==> src/rtl/el2_dec_gpr_wport_arb_if.sv <==
// rtl/el2_dec_gpr_wport_arb_if.sv - writeback requester bundle for the GPR write-port scheduler
interface el2_dec_gpr_wport_arb_if #(
    parameter int NREQ = 4
);
    logic [NREQ-1:0]       req_valid;
    logic [NREQ-1:0][4:0]  req_addr;
    logic [NREQ-1:0][31:0] req_data;
    logic [NREQ-1:0]       req_ready;

    modport master (output req_valid, req_addr, req_data, input req_ready);
    modport slave  (input req_valid, req_addr, req_data, output req_ready);
endinterface

==> src/rtl/el2_dec_gpr_wport_arb.sv <==
// rtl/el2_dec_gpr_wport_arb.sv - schedules NREQ writeback requesters onto three registered GPR write ports
module el2_dec_gpr_wport_arb #(
    parameter int NREQ       = 4,
    parameter int STARVE_LIM = 7
) (
    input  logic                   clk,
    input  logic                   rst_l,
    input  logic                   scan_mode,
    el2_dec_gpr_wport_arb_if.slave req,
    output logic                   wen0,
    output logic                   wen1,
    output logic                   wen2,
    output logic [4:0]             waddr0,
    output logic [4:0]             waddr1,
    output logic [4:0]             waddr2,
    output logic [31:0]            wd0,
    output logic [31:0]            wd1,
    output logic [31:0]            wd2
);
    localparam int         IW  = $clog2(NREQ);
    localparam logic [3:0] LIM = 4'(STARVE_LIM);

    logic [2:0]            rr_ptr;
    logic [2:0]            rr_nxt;
    logic [NREQ-1:1][3:0]  starve_cnt;
    logic [2:0]            wen_q, wen_d;
    logic [2:0][4:0]       waddr_q, waddr_d;
    logic [2:0][31:0]      wd_q, wd_d;
    logic [NREQ-1:0]       gnt;
    logic [NREQ-1:0]       rdy;
    logic [NREQ-1:0]       zero_addr;
    logic                  unused_scan_mode;

    assign unused_scan_mode = scan_mode;

    always_comb begin
        zero_addr = '0;
        for (int i = 0; i < NREQ; i++) zero_addr[i] = (req.req_addr[i] == 5'd0);
    end

    // Slot 0 is requester 0, slots 1..NREQ-1 the starved pass, the rest walk round-robin from rr_ptr.
    always_comb begin : arb
        int             nport;
        int             idx;
        logic           elig;
        logic           clash;
        logic [IW-1:0]  ci;
        gnt     = '0;
        wen_d   = '0;
        waddr_d = '0;
        wd_d    = '0;
        rr_nxt  = rr_ptr;
        nport   = 0;
        idx     = 0;
        elig    = 1'b0;
        clash   = 1'b0;
        ci      = '0;
        for (int s = 0; s < 2*NREQ-1; s++) begin
            if (s == 0) begin
                idx  = 0;
                elig = 1'b1;
            end else if (s < NREQ) begin
                idx  = s;
                elig = (starve_cnt[s] == LIM);
            end else begin
                idx = int'(rr_ptr) + (s - NREQ);
                if (idx >= NREQ) idx = idx - (NREQ - 1);
                elig = 1'b1;
            end
            ci    = IW'(idx);
            clash = 1'b0;
            for (int p = 0; p < 3; p++)
                if (p < nport && waddr_d[p] == req.req_addr[ci]) clash = 1'b1;
            if (elig && rst_l && req.req_valid[ci] && !zero_addr[ci] && !gnt[ci]
                && nport < 3 && !clash) begin
                gnt[ci] = 1'b1;
                for (int p = 0; p < 3; p++) begin
                    if (p == nport) begin
                        wen_d[p]   = 1'b1;
                        waddr_d[p] = req.req_addr[ci];
                        wd_d[p]    = req.req_data[ci];
                    end
                end
                nport = nport + 1;
                if (s >= NREQ) rr_nxt = (idx == NREQ-1) ? 3'd1 : 3'(idx + 1);
            end
        end
    end

    // x0 writes are acknowledged immediately and never occupy a port.
    assign rdy           = rst_l ? (req.req_valid & (gnt | zero_addr)) : '0;
    assign req.req_ready = rdy;

    always_ff @(posedge clk or negedge rst_l) begin
        if (!rst_l) begin
            wen_q      <= '0;
            waddr_q    <= '0;
            wd_q       <= '0;
            rr_ptr     <= 3'd1;
            starve_cnt <= '0;
        end else begin
            wen_q   <= wen_d;
            waddr_q <= waddr_d;
            wd_q    <= wd_d;
            rr_ptr  <= rr_nxt;
            for (int i = 1; i < NREQ; i++) begin
                if (req.req_valid[i] && !zero_addr[i] && !rdy[i])
                    starve_cnt[i] <= (starve_cnt[i] == LIM) ? LIM : starve_cnt[i] + 4'd1;
                else
                    starve_cnt[i] <= '0;
            end
        end
    end

    assign wen0   = wen_q[0];
    assign wen1   = wen_q[1];
    assign wen2   = wen_q[2];
    assign waddr0 = waddr_q[0];
    assign waddr1 = waddr_q[1];
    assign waddr2 = waddr_q[2];
    assign wd0    = wd_q[0];
    assign wd1    = wd_q[1];
    assign wd2    = wd_q[2];

`ifdef RV_ASSERT_ON
    always @(posedge clk) begin
        if (rst_l) begin
            assert (!(wen_q[0] && wen_q[1] && waddr_q[0] == waddr_q[1]) &&
                    !(wen_q[0] && wen_q[2] && waddr_q[0] == waddr_q[2]) &&
                    !(wen_q[1] && wen_q[2] && waddr_q[1] == waddr_q[2]));
            assert ((rdy & ~req.req_valid) == '0);
            assert ((!wen_q[1] || wen_q[0]) && (!wen_q[2] || wen_q[1]));
        end
    end
`endif
endmodule

==> src/flat_wrapper.sv <==
// flat-port wrapper written by rule: the top's interface ports become plain ports
module el2_dec_gpr_wport_arb_flat 
#(
    parameter int NREQ       = 4,
    parameter int STARVE_LIM = 7
)
  (clk, rst_l, scan_mode, wen0, wen1, wen2, waddr0, waddr1, waddr2, wd0, wd1, wd2, req_req_valid, req_req_addr, req_req_data, req_req_ready);
  el2_dec_gpr_wport_arb_if #(.NREQ(NREQ)) req_i ();
  input  logic clk;
  input  logic rst_l;
  input  logic scan_mode;
  output logic wen0;
  output logic wen1;
  output logic wen2;
  output logic [4:0] waddr0;
  output logic [4:0] waddr1;
  output logic [4:0] waddr2;
  output logic [31:0] wd0;
  output logic [31:0] wd1;
  output logic [31:0] wd2;
  input wire logic [$bits(req_i.req_valid)-1:0] req_req_valid;
  input wire logic [$bits(req_i.req_addr)-1:0] req_req_addr;
  input wire logic [$bits(req_i.req_data)-1:0] req_req_data;
  output wire logic [$bits(req_i.req_ready)-1:0] req_req_ready;
  assign req_i.req_valid = req_req_valid;
  assign req_i.req_addr = req_req_addr;
  assign req_i.req_data = req_req_data;
  assign req_req_ready = req_i.req_ready;
  el2_dec_gpr_wport_arb #(.NREQ(NREQ), .STARVE_LIM(STARVE_LIM)) u_core (.clk(clk), .rst_l(rst_l), .scan_mode(scan_mode), .req(req_i), .wen0(wen0), .wen1(wen1), .wen2(wen2), .waddr0(waddr0), .waddr1(waddr1), .waddr2(waddr2), .wd0(wd0), .wd1(wd1), .wd2(wd2));
endmodule
==> config.mk <==
export PLATFORM = sky130hd
export DESIGN_NAME = el2_dec_gpr_wport_arb_flat
export DESIGN_NICKNAME = d
export VERILOG_FILES = /design/src/rtl/el2_dec_gpr_wport_arb_if.sv /design/src/rtl/el2_dec_gpr_wport_arb.sv /design/src/flat_wrapper.sv
export SDC_FILE = /design/constraint.sdc
export NUM_CORES = 1
export LEC_CHECK = 0
export CORE_ASPECT_RATIO = 1.1
export CORE_MARGIN = 2
export CORE_UTILIZATION = 40
export CTS_BUF_LIST = sky130_fd_sc_hd__clkbuf_8 sky130_fd_sc_hd__clkbuf_16
export DETAILED_ROUTE_END_ITERATION = 7
export HOLD_SLACK_MARGIN = 0.1
export PLACE_DENSITY = 0.72
export SLEW_MARGIN = 20
export SYNTH_ARGS = -nofsm -noshare
export SYNTH_HDL_FRONTEND = slang
export SYNTH_SLANG_ARGS = --single-unit
==> constraint.sdc <==
create_clock -name clk -period 16.1 [get_ports clk]
set_clock_uncertainty 0.05 [all_clocks]
set_input_delay 1.61 -clock clk [delete_from_list [all_inputs] [get_ports clk]]
set_output_delay 1.61 -clock clk [all_outputs]
set_load 0.03 [all_outputs]
* Word level (Yosys, flattened, before mapping)
Cells that the tools add are included.
** Cells by class
- Mux-type cells :: 158
- Add/subtract/negate cells :: 16
- $lt $le $gt $ge :: 33
- Reductions and logical operators :: 95
- Bitwise operators :: 5
- Equal/unequal tests :: 34
** Operators with widths (number)
- two-way mux 32 bit :: 30
- two-way mux 96 bit :: 6
- binary-select mux 32 bit (select 2 bit) :: 3
- == test 2 x 32 -> 1 bit (first input constant) :: 6
- == test 3 x 32 -> 1 bit (first input constant) :: 6
- zero test 32 bit :: 6
- < comparator 1 x 32 -> 1 bit (first input constant) :: 6
- < comparator 2 x 32 -> 1 bit (first input constant) :: 6
- < comparator 3 x 32 -> 1 bit (first input constant) :: 6
- < comparator 32 x 3 -> 1 bit (second input constant) :: 6
- adder 32 x 2 -> 32 bit (second input constant) :: 5
- two-way mux 5 bit :: 22
- == test 32 x 3 -> 1 bit (second input constant) :: 3
- two-way mux 15 bit :: 6
- == test 5 bit :: 16
- >= comparator 32 x 4 -> 1 bit (second input constant) :: 2
- subtractor 32 x 3 -> 32 bit (second input constant) :: 2
- logical AND 1 bit :: 62
- two-way mux 1 bit :: 51
- two-way mux 4 bit :: 11
- two-way mux 3 bit :: 13
- binary-select mux 5 bit (select 2 bit) :: 3
- zero test 5 bit :: 4
- zero test 1 bit :: 19
- 16 further kinds :: 41
** Storage, ports and cells
- Register bits :: 129
- Output and inout port bits :: 118

* Logic depth before layout (Yosys ltp)
Gate-level depths: netlist of the first run.
- Depth in word-level cells :: 58
- Mapped depth :: 46

* Least setup slack after synthesis of the first run
OpenSTA, ideal clock, no wires.
- Kind :: input to output
- Start :: input port req_req_addr[2]
- End :: output port req_req_ready[1]
- Data arrival time :: 11.148 ns
- Slack :: 3.292 ns
- Stages :: 44
- Cells stage by stage :: buf_6 -> or4_4 -> o21ai_4 -> inv_2 -> clkbuf_1 -> a21oi_1 -> ha_1 -> inv_1 -> a221o_1 -> or2_2 -> and2_1 -> clkbuf_1 -> o21ai_0 -> inv_1 -> ha_1 -> inv_1 -> ha_1 -> nand3_1 -> (+8 left out) -> a21oi_4 -> and2_1 -> xnor2_1 -> inv_1 -> ha_1 -> or4_1 -> a31oi_1 -> o311ai_0 -> a31oi_1 -> buf_4 -> nand3_1 -> and3b_1 -> o22ai_1 -> o211ai_4 -> a31oi_4 -> clkbuf_1 -> nand2_1 -> a31oi_1
** Between the ends
- Longest elaborated chain between the ends :: 55
- Elaborated cells between the ends (all ways) :: 187
** RTL lines
- start: declaration :: RTL line flat_wrapper.sv:22 : input wire logic [$bits(req_i.req_addr)-1:0] req_req_addr;
- zero test 5 bit
- zero test 1 bit :: RTL line el2_dec_gpr_wport_arb.sv:74 : if (elig && rst_l && req.req_valid[ci] && !zero_addr[ci] && !gnt[ci]
- logical AND 1 bit :: RTL line el2_dec_gpr_wport_arb.sv:74
- two-way mux 1 bit / two-way mux 5 bit (equally long branches) :: RTL line el2_dec_gpr_wport_arb.sv:74
- < comparator 1 x 32 -> 1 bit / == test 5 bit (equally long branches) :: RTL line el2_dec_gpr_wport_arb.sv:73 : if (p < nport && waddr_d[p] == req.req_addr[ci]) clash = 1'b1;
- logical AND 1 bit :: RTL line el2_dec_gpr_wport_arb.sv:73
- two-way mux 1 bit (3 in a row) :: RTL line el2_dec_gpr_wport_arb.sv:73
- zero test 1 bit :: RTL line el2_dec_gpr_wport_arb.sv:75 : && nport < 3 && !clash) begin
- (+35 left out)
- logical AND 1 bit :: RTL line el2_dec_gpr_wport_arb.sv:73
- two-way mux 1 bit (3 in a row) :: RTL line el2_dec_gpr_wport_arb.sv:73
- zero test 1 bit :: RTL line el2_dec_gpr_wport_arb.sv:75
- logical AND 1 bit :: RTL line el2_dec_gpr_wport_arb.sv:75
- two-way mux 4 bit (*) :: RTL line el2_dec_gpr_wport_arb.sv:74
- bitwise OR 4 bit (*) :: RTL line el2_dec_gpr_wport_arb.sv:91 : assign rdy = rst_l ? (req.req_valid & (gnt | zero_addr)) : '0;
- AND 4 bit (*) :: RTL line el2_dec_gpr_wport_arb.sv:91
- two-way mux 4 bit (*) :: RTL line el2_dec_gpr_wport_arb.sv:91
- end: declaration :: RTL line flat_wrapper.sv:24 : output wire logic [$bits(req_i.req_ready)-1:0] req_req_ready;
Every way passes the cells marked *; elsewhere a longest branch is shown, timed or not. The select of a mux whose other input is x is not followed.

* Final worst setup path of the first run
- Start :: input port req_req_addr[2]
- End :: output port req_req_ready[3]
The elaborated chain is that of the path after synthesis.

==> results of run 1 <==
## flip-flops by register name, summed over array words and instances (netlist names)
register / flops
u_core.rr_ptr: 3
u_core.starve_cnt: 12
u_core.waddr0: 5
u_core.waddr1: 5
u_core.waddr2: 5
u_core.wd0: 32
u_core.wd1: 32
u_core.wd2: 32
u_core.wen_q: 3
## cells in the mapped netlist (4+ instances only)
library cell / n
sky130_fd_sc_hd__a2111oi_0: 5
sky130_fd_sc_hd__a211o_1: 8
sky130_fd_sc_hd__a211oi_1: 7
sky130_fd_sc_hd__a21boi_0: 4
sky130_fd_sc_hd__a21o_1: 6
sky130_fd_sc_hd__a21oi_1: 83
sky130_fd_sc_hd__a221oi_1: 5
sky130_fd_sc_hd__a222oi_1: 32
sky130_fd_sc_hd__a22o_1: 7
sky130_fd_sc_hd__a31oi_1: 12
sky130_fd_sc_hd__and2_1: 19
sky130_fd_sc_hd__and3_1: 7
sky130_fd_sc_hd__buf_1: 21
sky130_fd_sc_hd__buf_2: 15
sky130_fd_sc_hd__buf_4: 4
sky130_fd_sc_hd__buf_6: 8
sky130_fd_sc_hd__clkbuf_1: 148
sky130_fd_sc_hd__dfrtp_1: 128
sky130_fd_sc_hd__ha_1: 38
sky130_fd_sc_hd__inv_1: 70
sky130_fd_sc_hd__mux2_1: 66
sky130_fd_sc_hd__mux2_2: 47
sky130_fd_sc_hd__mux2_4: 7
sky130_fd_sc_hd__mux2i_1: 72
sky130_fd_sc_hd__mux4_2: 37
sky130_fd_sc_hd__nand2_1: 382
sky130_fd_sc_hd__nand2b_1: 11
sky130_fd_sc_hd__nand3_1: 184
sky130_fd_sc_hd__nand3b_1: 6
sky130_fd_sc_hd__nand4_1: 7
sky130_fd_sc_hd__nor2_1: 99
sky130_fd_sc_hd__nor2b_1: 4
sky130_fd_sc_hd__nor3_1: 17
sky130_fd_sc_hd__o211ai_1: 111
sky130_fd_sc_hd__o21ai_0: 296
sky130_fd_sc_hd__o21ai_1: 5
sky130_fd_sc_hd__o22ai_1: 8
sky130_fd_sc_hd__xnor2_1: 33
sky130_fd_sc_hd__xor2_1: 12
## power by group
part           switching, µW  internal, µW
sequential              46.7           437
combinational           2150          1240
clock                    161           244
## critical path: cells and delay by family
family                     cells  cell delay, ns
AOI/OAI and AO/OA             14            4.46
xor gates and xnor gates       2            0.35
adders and majority gates      3            0.78
buffers and inverters          5            1.62
muxes                          1            0.41
and+or+nand+nor                9            4.47
## per-stage QoR
step / std cells / instance area, µm² / utilization / worst slack [ns]
after floorplan: 2130 / 15900 / - / 3.29
after global placement: 2745 / 18700 / 0.478 / 1.05
after detailed placement: 2745 / 18700 / 0.478 / 0.826
after CTS: 2777 / 19300 / 0.493 / 0.768
after global routing: 2783 / 19400 / 0.494 / 0.102
final: 2784 / 19400 / 0.494 / 0.689
## cell families (layout without fill, tap and decap cells)
logic type	Yosys count	count (layout)
xor gates and xnor gates	45	45
other	0	7
buffers and inverters	269	409
and+or+nand+nor	768	768
adders and majority gates	38	38
AOI/OAI and AO/OA	650	650
DFF	129	129
muxes	231	231
## metal layers
metal | part of all wire | up-vias | wire length, µm | global-route usage
li1 | - | 8034 | - | -
met1 | 0.39 | 8452 | 24700 | 0.383
met2 | 0.46 | 1221 | 28900 | 0.485
met3 | 0.098 | 257 | 6220 | 0.0513
met4 | 0.053 | 0 | 3350 | 0.174
met5 | 0 | - | 0 | 0
## layout make-up
cell class                      count  area, µm²
Inverter                           73        275
Multi-Input combinational cell   1732      11600
Clock buffer                       21        480
Fill cell                        3759      19800
Antenna cell                        7       17.5
Sequential cell                   129       3230
Timing Repair Buffer              304       2960
Tap cell                          507        634
Clock inverter                     11        129
## what timing repair did
action | in CTS | in global routing
gates resized for setup | 0 | 2
setup endpoints to repair | 0 | 3
endpoints found under the hold margin | 0 | 0
## worst paths after layout
check,to,slack [ns],cells after the start
worst max-delay path,req_req_ready[3],0.69,34
worst min-delay path,u_core.starve_cnt[8],0.43,1
worst max register to register,u_core.wd2[3],3.51,35
worst min register to register,u_core.starve_cnt[8],0.43,1
max in group asynchronous,u_core.wd2[28],13.50,2
min in group asynchronous,u_core.waddr2[2],1.13,1
==> summary.md, run 1 <==
| Metric | Value |
|---|---|
| Syn Inst Count | 2130 |
| Pin count of the biggest net entering global routing | 106 |
| Clock network latency to the later pin of the worst-skew pair | 0.47 ns |
| Sequential-to-total area share from yosys stat | 0.204 |
| Post-synthesis cell type with the largest combined area | sky130_fd_sc_hd__dfrtp_1 |
| Top-Level Pins | 273 |
| Die X-Extent | 194 µm |
| H-tree Lvls | 4 |
| Post-synth top flop | sky130_fd_sc_hd__dfrtp_1 |
| CTS tree | yes |
| GRT Overall Usage | 0.301 |
| Static Leakage | 0.00805 µW |
| Crit path time final | 15.41 ns |
| Max-capacitance violation count | 0 |
| Post-Synth XOR/XNOR Area | 0.0248 |
| CP max FO | 35 |
| Pwr per Cell Area | 221 nW/µm² |
| Startpoint of the most critical register-to-register path | u_core.starve_cnt[0] |
| Total of hold buffers inserted after clock tree synthesis | 0 |
| Syn nets | 2323 |
| Count of buffers added by post-CTS timing repair for setup | 0 |
| Hold crit path type | reg -> reg |
| Share of final-layout standard cells stronger than drive strength 1 | 0.0965 |
| Clock Tree Root | sky130_fd_sc_hd__clkbuf_16 |
| Post-synthesis mux area share | 0.188 |
| Worst Tran Pin Value | 1.18 ns |
| Critical path's most frequent cell | sky130_fd_sc_hd__ha_1 |
| Max Slew Vio Count | 0 |
| Final worst path period share | 0.957 |
| Distinct cells, synth | 100 |
| Total CTS buffers | 17 |
| Top-area cell type share of the netlist area | 0.202 |
| Share of flip-flops with an asynchronous set or reset after synthesis | 1.00 |
| Initial DRC Count | 2166 |
| Critical path's largest stage delay | 0.71 ns |
| Slew HR | 0.215 |
| Clock transition at the registers of the reported paths | 0.06 ns |
| Total Power Consumption | 4280 µW |
| Layout overhead on the synthesized area | 22.0% |
| RSZ-0062 raised after global routing | no |
| Post-Syn Area | 15900 µm² |
| Result of the run | complete, but fails checks |
| Post-detailed-route DRC marker count | 3 |
| Sum of negative setup slack | 0 ns |
| Final setup vio count | 0 |
| Commonest non-fill, non-tap cells in the layout | sky130_fd_sc_hd__nand2_1, sky130_fd_sc_hd__o21ai_0, sky130_fd_sc_hd__clkdlybuf4s50_1 |
| Critical path class | in -> out |
| Number of enable flip-flop cells after synthesis | 0 |
| WL/cell | 22.7 µm |
| Startpoint of the worst setup timing path | req_req_addr[2] |
| Hold Startpoint | u_core.starve_cnt[8] |
| Fin Hold WS | 0.435 ns |
| Detail Placement HPWL | 41500 µm |
| Violated checks | DRC |
| Routed vias/inst | 6.45 |
| Highest clock frequency the design can meet | 0.0649 GHz |
| Number of synthesized register bits | 129 |
| Maximum vdd drop | 0.191 mV |
| Placeable Area | 39200 µm² |
| Area fraction in compound gates after synthesis | 0.267 |
| GPL Wtd Cong | 0.968 |
| Routed wire length | 63200 µm |
| Arithmetic-cell share of the synthesized area counting full adders, half adders and majority gates | 0.0300 |
| Die H | 213 µm |
| Number of input and output port buffers inserted | 271 |
| Post-detailed-route count of antenna-violating nets | 0 |
| Effective utilization at floorplan | 0.405 |
| First-pass iteration count of the detailed router | 8 |
| CTS Sinks | 129 |
| Cell types occupying the most area after synthesis | sky130_fd_sc_hd__dfrtp_1, sky130_fd_sc_hd__o21ai_0, sky130_fd_sc_hd__nand2_1 |
| Vias in the first global route | 17200 |
| Detailed-route via count | 18000 |
| Most frequent standard cell in the layout excluding fill and tap cells | sky130_fd_sc_hd__nand2_1 |
| Final Hold Viols | 0 |
| Worst setup SP type | input port |
| Number of antenna violations at the first check in global routing | 7 |
| Warning count from the yosys run | 0 |
| Number of buffers on the longest clock path | 2 |
| Cell row count | 76 |
| Required time at the endpoint of the critical path | 14.44 ns |
| Worst path arrival time | 13.75 ns |
| Simple-gate portion of the synthesized area | 0.218 |
| Final #Nets | 2450 |
| Crit. End Element | output port |
| Sum of overflow across all layers after global routing | 0 |
| Main combinational cell family by area after synthesis | compound AO/OA/AOI/OAI gates |
| Global-route wire length before repair | 97800 µm |
| DIE AREA | 41300 µm² |
| Average instance area after synthesis | 7.45 µm² |
| Cell with the largest stage delay on the worst path | sky130_fd_sc_hd__or2_2 |
Note: power is estimated with default switching activity, not from simulation.
==> inputs of run 2 (changes only) <==
TNS_END_PERCENT = 5   (was default)
==> results of run 2 <==
Same layout as run 1: the final DEF is identical, and so are final timing and power.
